File: src/rtl/sequence_generator_if.sv
// rtl/sequence_generator_if.sv - control and symbol-stream bundle for sequence_generator
//
// Purpose: groups the burst-control inputs and the symbol outputs of
//          sequence_generator so they travel as one port.
// Signals:
//   start        - request a burst (honoured only while idle)
//   repeat_count - number of pattern copies, 0 behaves as 1
//   gap          - idle cycles between copies
//   inject_error - corrupt the final symbol of the final copy
//   abort        - terminate the current burst
//   data         - current 3-bit symbol
//   data_valid   - data holds a pattern symbol
//   busy         - burst in progress
//   done         - one-cycle pulse after a normal completion
// Modports: master drives control and observes the stream; slave is the generator.
interface sequence_generator_if #(
    parameter int CNT_W = 4
);
    logic             start;
    logic [CNT_W-1:0] repeat_count;
    logic [3:0]       gap;
    logic             inject_error;
    logic             abort;
    logic [2:0]       data;
    logic             data_valid;
    logic             busy;
    logic             done;

    modport master (
        output start, repeat_count, gap, inject_error, abort,
        input  data, data_valid, busy, done
    );

    modport slave (
        input  start, repeat_count, gap, inject_error, abort,
        output data, data_valid, busy, done
    );
endinterface

File: src/rtl/sequence_generator.sv
// rtl/sequence_generator.sv - repeating 8-symbol pattern source with gaps, abort and error injection
//
// Purpose: on start, sends 001,101,110,000,110,110,011,101 one symbol per
//          clock, repeated a captured number of times with a captured idle
//          gap between copies. The final symbol of the final copy may be
//          forced to 000 to exercise a downstream detector's negative path.
// Ports:
//   clk     - rising-edge clock
//   reset_n - asynchronous active-low reset
//   bus     - sequence_generator_if slave (control in, symbol stream out)
// All outputs come straight from flops; next-state and next-output values
// are computed together so each output reflects the state being entered.
module sequence_generator #(
    parameter int         CNT_W       = 4,
    parameter logic [2:0] IDLE_SYMBOL = 3'b000
) (
    input  logic                 clk,
    input  logic                 reset_n,
    sequence_generator_if.slave  bus
);

    typedef enum logic [1:0] {
        ST_IDLE = 2'd0,
        ST_SEND = 2'd1,
        ST_GAP  = 2'd2
    } state_t;

    state_t           state_q,    state_d;
    logic [2:0]       idx_q,      idx_d;
    logic [CNT_W-1:0] copies_q,   copies_d;
    logic [3:0]       gap_cnt_q,  gap_cnt_d;
    logic [3:0]       gap_lat_q,  gap_lat_d;
    logic             inj_q,      inj_d;
    logic [2:0]       data_q,     data_d;
    logic             valid_q,    valid_d;
    logic             busy_q,     busy_d;
    logic             done_q,     done_d;

    function automatic logic [2:0] pattern_sym(input logic [2:0] i);
        logic [2:0] s;
        case (i)
            3'd0:    s = 3'b001;
            3'd1:    s = 3'b101;
            3'd2:    s = 3'b110;
            3'd3:    s = 3'b000;
            3'd4:    s = 3'b110;
            3'd5:    s = 3'b110;
            3'd6:    s = 3'b011;
            default: s = 3'b101;
        endcase
        return s;
    endfunction

    always_comb begin
        state_d   = state_q;
        idx_d     = idx_q;
        copies_d  = copies_q;
        gap_cnt_d = gap_cnt_q;
        gap_lat_d = gap_lat_q;
        inj_d     = inj_q;
        done_d    = 1'b0;

        unique case (state_q)
            ST_IDLE: begin
                if (bus.start) begin
                    gap_lat_d = bus.gap;
                    inj_d     = bus.inject_error;
                    copies_d  = (bus.repeat_count == '0) ? CNT_W'(1) : bus.repeat_count;
                    idx_d     = 3'd0;
                    state_d   = ST_SEND;
                end
            end
            ST_SEND: begin
                if (bus.abort) begin
                    state_d = ST_IDLE;
                end else if (idx_q == 3'd7) begin
                    if (copies_q > CNT_W'(1)) begin
                        copies_d = copies_q - CNT_W'(1);
                        idx_d    = 3'd0;
                        if (gap_lat_q != 4'd0) begin
                            state_d   = ST_GAP;
                            gap_cnt_d = gap_lat_q;
                        end
                    end else begin
                        state_d = ST_IDLE;
                        done_d  = 1'b1;
                    end
                end else begin
                    idx_d = idx_q + 3'd1;
                end
            end
            ST_GAP: begin
                if (bus.abort) begin
                    state_d = ST_IDLE;
                end else if (gap_cnt_q == 4'd1) begin
                    // Counter was loaded with the gap length, so reaching 1
                    // marks the last idle cycle of the gap.
                    state_d = ST_SEND;
                    idx_d   = 3'd0;
                end else begin
                    gap_cnt_d = gap_cnt_q - 4'd1;
                end
            end
            default: state_d = ST_IDLE;
        endcase

        data_d  = IDLE_SYMBOL;
        valid_d = 1'b0;
        busy_d  = 1'b0;
        if (state_d == ST_SEND) begin
            valid_d = 1'b1;
            busy_d  = 1'b1;
            // Corruption only on the very last symbol of the burst.
            data_d  = (inj_d && idx_d == 3'd7 && copies_d == CNT_W'(1))
                      ? 3'b000 : pattern_sym(idx_d);
        end else if (state_d == ST_GAP) begin
            busy_d = 1'b1;
        end
    end

    always_ff @(posedge clk or negedge reset_n) begin
        if (!reset_n) begin
            state_q   <= ST_IDLE;
            idx_q     <= 3'd0;
            copies_q  <= '0;
            gap_cnt_q <= 4'd0;
            gap_lat_q <= 4'd0;
            inj_q     <= 1'b0;
            data_q    <= IDLE_SYMBOL;
            valid_q   <= 1'b0;
            busy_q    <= 1'b0;
            done_q    <= 1'b0;
        end else begin
            state_q   <= state_d;
            idx_q     <= idx_d;
            copies_q  <= copies_d;
            gap_cnt_q <= gap_cnt_d;
            gap_lat_q <= gap_lat_d;
            inj_q     <= inj_d;
            data_q    <= data_d;
            valid_q   <= valid_d;
            busy_q    <= busy_d;
            done_q    <= done_d;
        end
    end

    assign bus.data       = data_q;
    assign bus.data_valid = valid_q;
    assign bus.busy       = busy_q;
    assign bus.done       = done_q;

endmodule

File: src/flat_wrapper.sv
// flat-port wrapper written by rule: the top's interface ports become plain ports
module sequence_generator_flat 
#(
    parameter int         CNT_W       = 4,
    parameter logic [2:0] IDLE_SYMBOL = 3'b000
)
  (clk, reset_n, bus_start, bus_repeat_count, bus_gap, bus_inject_error, bus_abort, bus_data, bus_data_valid, bus_busy, bus_done);
  sequence_generator_if #(.CNT_W(CNT_W)) bus_i ();
  input  logic clk;
  input  logic reset_n;
  input wire logic [$bits(bus_i.start)-1:0] bus_start;
  input wire logic [$bits(bus_i.repeat_count)-1:0] bus_repeat_count;
  input wire logic [$bits(bus_i.gap)-1:0] bus_gap;
  input wire logic [$bits(bus_i.inject_error)-1:0] bus_inject_error;
  input wire logic [$bits(bus_i.abort)-1:0] bus_abort;
  output wire logic [$bits(bus_i.data)-1:0] bus_data;
  output wire logic [$bits(bus_i.data_valid)-1:0] bus_data_valid;
  output wire logic [$bits(bus_i.busy)-1:0] bus_busy;
  output wire logic [$bits(bus_i.done)-1:0] bus_done;
  assign bus_i.start = bus_start;
  assign bus_i.repeat_count = bus_repeat_count;
  assign bus_i.gap = bus_gap;
  assign bus_i.inject_error = bus_inject_error;
  assign bus_i.abort = bus_abort;
  assign bus_data = bus_i.data;
  assign bus_data_valid = bus_i.data_valid;
  assign bus_busy = bus_i.busy;
  assign bus_done = bus_i.done;
  sequence_generator #(.CNT_W(CNT_W), .IDLE_SYMBOL(IDLE_SYMBOL)) u_core (.clk(clk), .reset_n(reset_n), .bus(bus_i));
endmodule
File: config.mk
export PLATFORM = sky130hd
export DESIGN_NAME = sequence_generator_flat
export DESIGN_NICKNAME = d
export VERILOG_FILES = /design/src/rtl/sequence_generator_if.sv /design/src/rtl/sequence_generator.sv /design/src/flat_wrapper.sv
export SDC_FILE = /design/constraint.sdc
export NUM_CORES = 1
export LEC_CHECK = 0
export CAP_MARGIN = 0
export CORE_UTILIZATION = 50
export DETAILED_ROUTE_END_ITERATION = 7
export HOLD_SLACK_MARGIN = 0.06
export MAX_ROUTING_LAYER = met4
export PLACE_DENSITY = 0.78
export SLEW_MARGIN = 30
export SYNTH_ARGS = -nofsm -noshare
export SYNTH_HDL_FRONTEND = slang
export SYNTH_SLANG_ARGS = --single-unit
File: constraint.sdc
create_clock -name clk -period 4.3 [get_ports clk]
set_input_delay 0.86 -clock clk [delete_from_list [all_inputs] [get_ports clk]]
set_output_delay 0.86 -clock clk [all_outputs]
set_load 0.03 [all_outputs]
; Yosys cells after proc, flatten, opt, wreduce, memory -nomap -nowiden
; Index checks and enable logic that the tools add are counted.
[word_totals]
reg_bits = 24
[classes]
eq_ne = 19
reduce_logical = 10
n_lt_le_gt_ge = 1
n_addsub = 3
muxes = 40
[op_table]
columns = operator, n
row1 = two-way mux 4 bit, 11
row2 = two-way mux 3 bit, 8
row3 = case mux 4 bit (2 select lines), 2
row4 = "== test 3 bit, second input constant", 5
row5 = two-way mux 2 bit, 7
row6 = case mux 3 bit (4 select lines), 1
row7 = two-way mux 1 bit, 9
row8 = case mux 3 bit (3 select lines), 1
row9 = "== test 4 x 1 -> 1 bit, second input constant", 2
row10 = "subtractor 4 x 1 -> 4 bit, second input constant", 2
row11 = AND reduction 7 bit, 1
row12 = "== test 3 x 2 -> 1 bit, second input constant", 2
row13 = "inequality test 2 x 1 -> 1 bit, second input constant", 3
row14 = "inequality test 2 bit, second input constant", 3
row15 = case mux 2 bit (3 select lines), 1
row16 = "== test 2 x 1 -> 1 bit, second input constant", 2
row17 = "== test 2 bit, second input constant", 2
row18 = "greater-than comparator 4 x 1 -> 1 bit, second input constant", 1
row19 = zero test 4 bit, 1
row20 = nonzero test 4 bit, 1
row21 = "adder 3 x 1 -> 3 bit, second input constant", 1
row22 = zero test 3 bit, 1
row23 = OR reduction 3 bit, 1
row24 = logical AND 1 bit, 2
row25 = 3 further kinds, 3

; Longest topological paths before layout
; Gate-level depths: netlist of run 1.
[logic_depth]
depth_word = 10
mapped_depth = 10

; Least setup slack after synthesis of run 1
; Ideal clock, no wire load.
[synth_timing]
path_type = input -> register
start = in bus_abort
end = reg u_core.data_q[2], in the netlist u_core.bus.data[2]
n_path_buf = 0
t_required_ps = 4162
stages = 6
arrival_ps = 2299
path_slack_ps = 1862
path_cell_list = or4b_1 -> o21ai_1 -> nand3_1 -> or4b_1 -> nor3_2 -> o221ai_1
[synth_between]
word_cells_on_any_way = 23
classes_between = eq/ne (8) / mux (11) / reduce/logical (4)
[synth_lines]
columns = element, line_no
row1 = from (decl), flat_wrapper.sv:15  ; input wire logic [$bits(bus_i.abort)-1:0] bus_abort;
row2 = two-way mux 4 bit, sequence_generator.sv:74  ; if (bus.abort) begin
row3 = case mux 4 bit (2 select lines), sequence_generator.sv:63  ; unique case (state_q)
row4 = net u_core.copies_d[3], sequence_generator.sv:30  ; logic [CNT_W-1:0] copies_q, copies_d;
row5 = == test 4 x 1 -> 1 bit, sequence_generator.sv:114  ; data_d = (inj_d && idx_d == 3'd7 && copies_d == CNT_W'(1))
row6 = logical AND 1 bit, sequence_generator.sv:114
row7 = two-way mux 3 bit, sequence_generator.sv:115  ; ? 3'b000 : pattern_sym(idx_d);
row8 = two-way mux 3 bit, sequence_generator.sv:110  ; if (state_d == ST_SEND) begin
row9 = net u_core.data_d[2], sequence_generator.sv:34  ; logic [2:0] data_q, data_d;
row10 = to (signal assigned), sequence_generator.sv:140  ; data_q <= data_d;
row11 = to (decl), sequence_generator.sv:34
; The timed path passes the listed nets, and every way through them passes these cells.
; A chain may end at the register's enable or synchronous reset.

; Worst setup path in the final report of run 1
[layout_timing]
start = in bus_abort
end = reg u_core.data_q[0], in the netlist u_core.bus.data[0]
; Same word-level chain as after synthesis.

==> results.toml, run 1 <==
[detailed_routing]
drtIter0Drc = 31
post_drt_wl_per_cell_um = 15.6
wirelength_um = 2850
drt_pass_1_iters = 4
via_to_cell_ratio = 5.92
final_antenna_net_count = 0
drc_violations_left = 0
detailroute.via_count = 1083

[critical_path]
rr_startpoint = "u_core.idx_q[0]"
crit_start = "bus_abort"
critPathCapture = "u_core.bus.data[0]"
cp_data_required_time_ns = 4.49
crit_path_end_kind = "flip-flop"
r2r.worst_path.cells = 8
worstSetupPathType = "in -> reg"
rr_endpoint = "u_core.bus.data[0]"
regToRegSetupSlack_ns = 1.70
cp-start-kind = "primary input"
crit_arrival_ns = 3.06
crit_path_max_fanout = 8

[sta]
finalSetupTns_ns = 0
min_period_over_period_pct = 66.9
finalWorstPathRequiredPeriod_ns = 2.88
final_report_setup_violation_count = 0
transition_at_the_pin_with_the_smallest_max_transition_slack_ns = 0.517
clock_skew_ns = 0.0105
grt_setup_unrepaired = "no"
clock.fmax_mhz = 348
maxSlewHeadroom_pct = 65.6
final-max-slew-violation-count = 0
final-hold-violation-count = 0

[clock_network]
ctsRootBufferMaster = "sky130_fd_sc_hd__clkbuf_4"
clk_path_buf_depth = 2
clock_sinks = 24
clock_tree.htree_level_count = 1
clk_pin_slew_worst_paths_ns = 0.14
cts_resized = 0
post_cts_buffers = 0
cts_inserted_buffers = 3
worstSkewPairLatency_ns = 0.33
cts_tree = "done"
hold_buffers = 0

[floorplanning]
die_w_um = 53.1
core_region_area_mm2 = 0.00248
floorplan.die.height_um = 53.1
floorplan.io_pins = 19
design.die.area_mm2 = 0.00282
rows = 18
initial_core_util_pct = 52.8

[logic_synthesis]
mappedNetlistNets = 154
synth_sequential_area_ratio_pct = 45.9
synth_common_cells = "24 x sky130_fd_sc_hd__dfrtp_1, 13 x sky130_fd_sc_hd__o21ai_0, 11 x sky130_fd_sc_hd__nand2_1, 10 x sky130_fd_sc_hd__inv_1, 10 x sky130_fd_sc_hd__nor2_1"
top_count_cell_post_synth = "sky130_fd_sc_hd__dfrtp_1"
number_of_flops_mapped_to_enable_cells_by_yosys = 0
synthesis.yosys.warnings = 0
synth_area_per_cell_um2 = 9.76
ys_top_cells_by_area = "sky130_fd_sc_hd__dfrtp_1 46%, sky130_fd_sc_hd__ha_1 6.7%, sky130_fd_sc_hd__o21ai_0 5.0%, sky130_fd_sc_hd__mux2_2 4.3%, sky130_fd_sc_hd__nand2_1 3.2%"
synth_top_cell_area_share_pct = 45.9
syn_inst = 134
most_frequently_used_flop_master_after_synthesis = "sky130_fd_sc_hd__dfrtp_1"
syn-cell-area_mm2 = 0.00131
ys_seq_elements = 24
ys_types = 37
yosysTopAreaCell = "sky130_fd_sc_hd__dfrtp_1"
synthArstFlopShare_pct = 100

[global_route]
grt_pass1_wl_um = 4930
pin_count_of_the_biggest_net_entering_global_routing = 25
grt_pass1_vias = 1039
grt_antenna_before_repair = 0
global_route.overflow_total = 0
grtUsageTotal_pct = 25.6

[place]
place_inst = 179
detailedPlacementHpwl_um = 2100
gp_congestion = 0.877
port_buffers = 18

[power]
highest_ir_drop_seen_on_vdd_v = 0.000470
p_total_uw = 710
powerDensity_mw_per_mm2 = 455
total_leakage_power_uw = 0.000702

[final_layout]
number_of_antenna_diodes = 0
instances_no_fill = 183
flow.area_growth_from_synthesis_pct = 19.3
share_of_final_layout_standard_cells_stronger_than_drive_strength_1_pct = 9.15
layout.nets = 174
utilization_pct = 63.0

[flow_run]
max_cap_viol_count = 0

[hold_path]
min_path_type = "in -> async"

[run_status]
status = "finished clean"
[cells by family after synthesis]
logic type / count (synthesis) / share of synthesized area, %
flip-flops: 24 / 45.9
adder cells (fa/ha/maj): 7 / 6.70
buffers and inverters: 13 / 3.83
AND/OR/NAND/NOR: 48 / 21.3
AO/OA/AOI/OAI: 36 / 17.1
multiplexers: 6 / 5.07
[stage by stage]
stage	setup slack (ns)	area (um^2)	hold WS (ns)
after floorplan	1.86	1310	0.466
after detailed placement	1.14	1510	0.488
after global routing	1.35	1560	0.521
after CTS	1.44	1560	0.506
final	1.42	1560	0.482
after global placement	1.24	1510	0.483
[state kept, by name, indices dropped and copies added, names as in the netlist]
| signal | flops |
|---|---|
| u_core.bus.busy | 1 |
| u_core.bus.data | 3 |
| u_core.bus.data_valid | 1 |
| u_core.bus.done | 1 |
| u_core.copies_q | 4 |
| u_core.gap_cnt_q | 4 |
| u_core.gap_lat_q | 4 |
| u_core.idx_q | 3 |
| u_core.inj_q | 1 |
| u_core.state_q | 2 |
[how the worst min path moves through the flow]
stage / endpoint / slack, ns / cells past startpoint
2_1_floorplan: u_core.inj_q / 0.47 / 1
3_3_place_gp: u_core.inj_q / 0.48 / 1
3_5_place_dp: u_core.inj_q / 0.49 / 1
4_1_cts: u_core.state_q[0] / 0.51 / 1
5_1_grt: u_core.state_q[0] / 0.52 / 1
6_report: u_core.state_q[0] / 0.48 / 1
[cell type report]
cell class | instances | area (um^2)
inverter | 10 | 37.5
fill | 206 | 917
sequential | 24 | 601
clock inverter | 1 | 30.0
tap | 30 | 37.5
clock buffer | 3 | 22.5
multi-input combinational | 97 | 657
timing repair buffer | 18 | 175
[report_power, final]
part / switching (uW) / total, uW / internal (uW)
Sequential: 41.0 / 313 / 272
Combinational: 133 / 232 / 98.9
Clock: 70.1 / 164 / 94.4
[cells in the final DEF (no fill, tap or decap), drive strengths merged, types with 2 or more instances in the layout]
cell type and n:
a21oi 8, a22oi 4, a32oi 2, clkbuf 3, clkdlybuf4s50 17, dfrtp 24, ha 7, inv 10
mux2 5, nand2 11, nand2b 3, nand3 3, nor2 10, nor3 6, nor3b 4, o21ai 14
or4b 4
[per-layer routing]
layer	GRT usage, %	wire length, um	vias to the layer above
li1	-	-	523
met5	-	0	-
met4	7.89	38	0
met1	32.3	1220	528
met2	42.0	1460	27
met3	4.31	128	5
[worst max-delay path, stage by stage]
cell	delay, ns
sky130_fd_sc_hd__clkdlybuf4s50_1	0.54
sky130_fd_sc_hd__or4b_1	0.57
sky130_fd_sc_hd__o21ai_1	0.18
sky130_fd_sc_hd__nand3_1	0.12
sky130_fd_sc_hd__or4b_1	0.55
sky130_fd_sc_hd__nor3_2	0.15
sky130_fd_sc_hd__a31oi_1	0.11
No activity file was read; power rests on OpenSTA's default activity.
==> run 2: changes to the inputs <==
- CORE_UTILIZATION: 50 -> 48
- PLACE_DENSITY: 0.78 -> 0.79
- clock period: 4.3 -> 2.53 ns (I/O delays scaled with it)
==> run 2 against run 1 <==
Effect of this change:
- die area up 4.0%
- critical path type is now reg -> reg
- sequential power up 69%
- the flow now finishes with violations (setup timing)
- sequential share of layout area down 2.8 points
==> results.toml, run 2 (synthesized netlist as in run 1, its figures left out) <==
[run_status]
status = "finished with violations"
failed_checks = "setup timing"

[floorplanning]
core_region_area_mm2 = 0.00252
design.die.area_mm2 = 0.00294
initial_core_util_pct = 51.8
rows = 18
floorplan.io_pins = 19
floorplan.die.height_um = 54.2
die_w_um = 54.2

[sta]
clock.fmax_mhz = 392
finalWorstPathRequiredPeriod_ns = 2.55
maxSlewHeadroom_pct = 64.2
final_report_setup_violation_count = 1
min_period_over_period_pct = 101
post-route-worst-setup-slack_ns = -0.0188
final-hold-violation-count = 0
clock_skew_ns = 0.0122
final-max-slew-violation-count = 0
hold-worst-slack_ns = 0.523
grt_setup_unrepaired = "yes"
transition_at_the_pin_with_the_smallest_max_transition_slack_ns = 0.533

[critical_path]
cp_data_required_time_ns = 2.71
crit_path_max_fanout = 3
cp-start-kind = "flip-flop"
crit_path_end_kind = "flip-flop"
crit_arrival_ns = 2.73
worstSetupPathType = "reg -> reg"
regToRegSetupSlack_ns = -0.02
r2r.worst_path.cells = 8
rr_endpoint = "u_core.bus.data[2]"
rr_startpoint = "u_core.idx_q[0]"

[flow_run]
max_cap_viol_count = 0

[power]
p_comb_share_pct = 36.2
clock_power_share_pct = 21.9
internal-power_uw = 832
total_leakage_power_uw = 0.000755
powerDensity_mw_per_mm2 = 753
seq_power_share_pct = 41.9
switching_share_pct = 34.2
highest_ir_drop_seen_on_vdd_v = 0.000689
net-switching-power_uw = 433

[global_route]
gr-max-usage-layer = "met2"
gr-usage-met1_pct = 27.4
grt_pass1_vias = 1075
global_route.overflow_total = 0
grtUsageTotal_pct = 22.8
pin_count_of_the_biggest_net_entering_global_routing = 25
grt_antenna_before_repair = 0
grt_pass1_wl_um = 4560
grtUsageMet2_pct = 38.0
use_met3_pct = 3.95

[place]
port_buffers = 18
gp_congestion = 0.898
detailedPlace.worstSlack_ns = -0.153
detailedPlacementHpwl_um = 2200

[final_layout]
utilization_pct = 66.6
top_library_cells_by_usage_in_the_layout_fill_and_taps_aside = "24 x sky130_fd_sc_hd__dfrtp_1, 18 x sky130_fd_sc_hd__clkdlybuf4s50_1, 12 x sky130_fd_sc_hd__o21ai_0, 12 x sky130_fd_sc_hd__buf_4, 11 x sky130_fd_sc_hd__nand2_1"
most_common_cell_after_layout_fill_and_taps_aside = "sky130_fd_sc_hd__dfrtp_1"
share_of_final_layout_standard_cells_stronger_than_drive_strength_1_pct = 18.2
largest_registers = "u_core.copies_q (4), u_core.gap_cnt_q (4), u_core.gap_lat_q (4)"
number_of_antenna_diodes = 0
flow.area_growth_from_synthesis_pct = 28.5
layout.nets = 186

[detailed_routing]
drtIter0Drc = 25
drt_pass_1_iters = 4
via_to_cell_ratio = 5.96
final_antenna_net_count = 0
detailroute.via_count = 1162
post_drt_wl_per_cell_um = 15.6
drc_violations_left = 0
wirelength_um = 3050

[clock_network]
ctsRootBufferMaster = "sky130_fd_sc_hd__clkbuf_4"
cts_inserted_buffers = 3
clock_tree.htree_level_count = 1
worstSkewPairLatency_ns = 0.31
clk_pin_slew_worst_paths_ns = 0.14
clock_sinks = 24
clk_path_buf_depth = 2
hold_buffers = 0
cts_tree = "done"

[hold_path]
min_path_type = "in -> async"
run 2: timing repair:
action,in CTS,in global routing
gates resized for setup,0,7
buffers inserted,0,3
setup endpoints to repair,0,2
run 2: layout make-up:
cell class	instances	area (um^2)
fillers	203	842
multi-input cells	97	682
flip-flops and latches	24	601
repair buffers	30	270
inverters	10	37.5
well taps	30	37.5
clock inverters	1	30.0
clock buffers	3	22.5
run 2: per-stage QoR:
step	setup TNS, ns	cells	cell area, um^2	power (uW)
final	-0.0188	195	1680	1270
after global routing	-0.0881	195	1680	1340
after CTS	0	192	1630	1230
after detailed placement	-0.265	188	1580	960
after global placement	-0.118	188	1580	939
after floorplan	0	134	1310	785
run 2: worst max-delay path by stage:
stage	slack, ns	depth (start not counted)	startpoint	endpoint
3_5_place_dp	-0.15	8	bus_abort	u_core.bus.data[2]
2_1_floorplan	0.26	8	u_core.idx_q[0]	u_core.bus.data[2]
4_1_cts	0.09	8	u_core.idx_q[0]	u_core.bus.data[2]
6_report	-0.02	8	u_core.idx_q[0]	u_core.bus.data[2]
3_3_place_gp	-0.07	7	bus_abort	u_core.bus.data[2]
5_1_grt	-0.09	8	u_core.idx_q[0]	u_core.bus.data[2]
run 2: routing by layer:
| layer | routed length, um | vias up |
|---|---|---|
| li1 | - | 544 |
| met1 | 1340 | 575 |
| met2 | 1550 | 39 |
| met3 | 124 | 4 |
| met4 | 29 | 0 |
| met5 | 0 | - |
run 2: critical path, cell delays in order, from the launching register on:
cell	delay (ns)
sky130_fd_sc_hd__dfrtp_1	0.40
sky130_fd_sc_hd__ha_2	0.21
sky130_fd_sc_hd__ha_4	0.14
sky130_fd_sc_hd__or4b_4	0.46
sky130_fd_sc_hd__o21ai_1	0.14
sky130_fd_sc_hd__nand3_1	0.14
sky130_fd_sc_hd__or4b_1	0.55
sky130_fd_sc_hd__nor3_2	0.24
sky130_fd_sc_hd__o221ai_1	0.16
run 2: power by group through the flow:
stage,logic (uW),registers (uW),clock network (uW)
2_1_floorplan,228,558,0
3_3_place_gp,404,535,0
3_5_place_dp,424,536,0
4_1_cts,426,528,280
5_1_grt,508,539,292
6_report,458,530,277
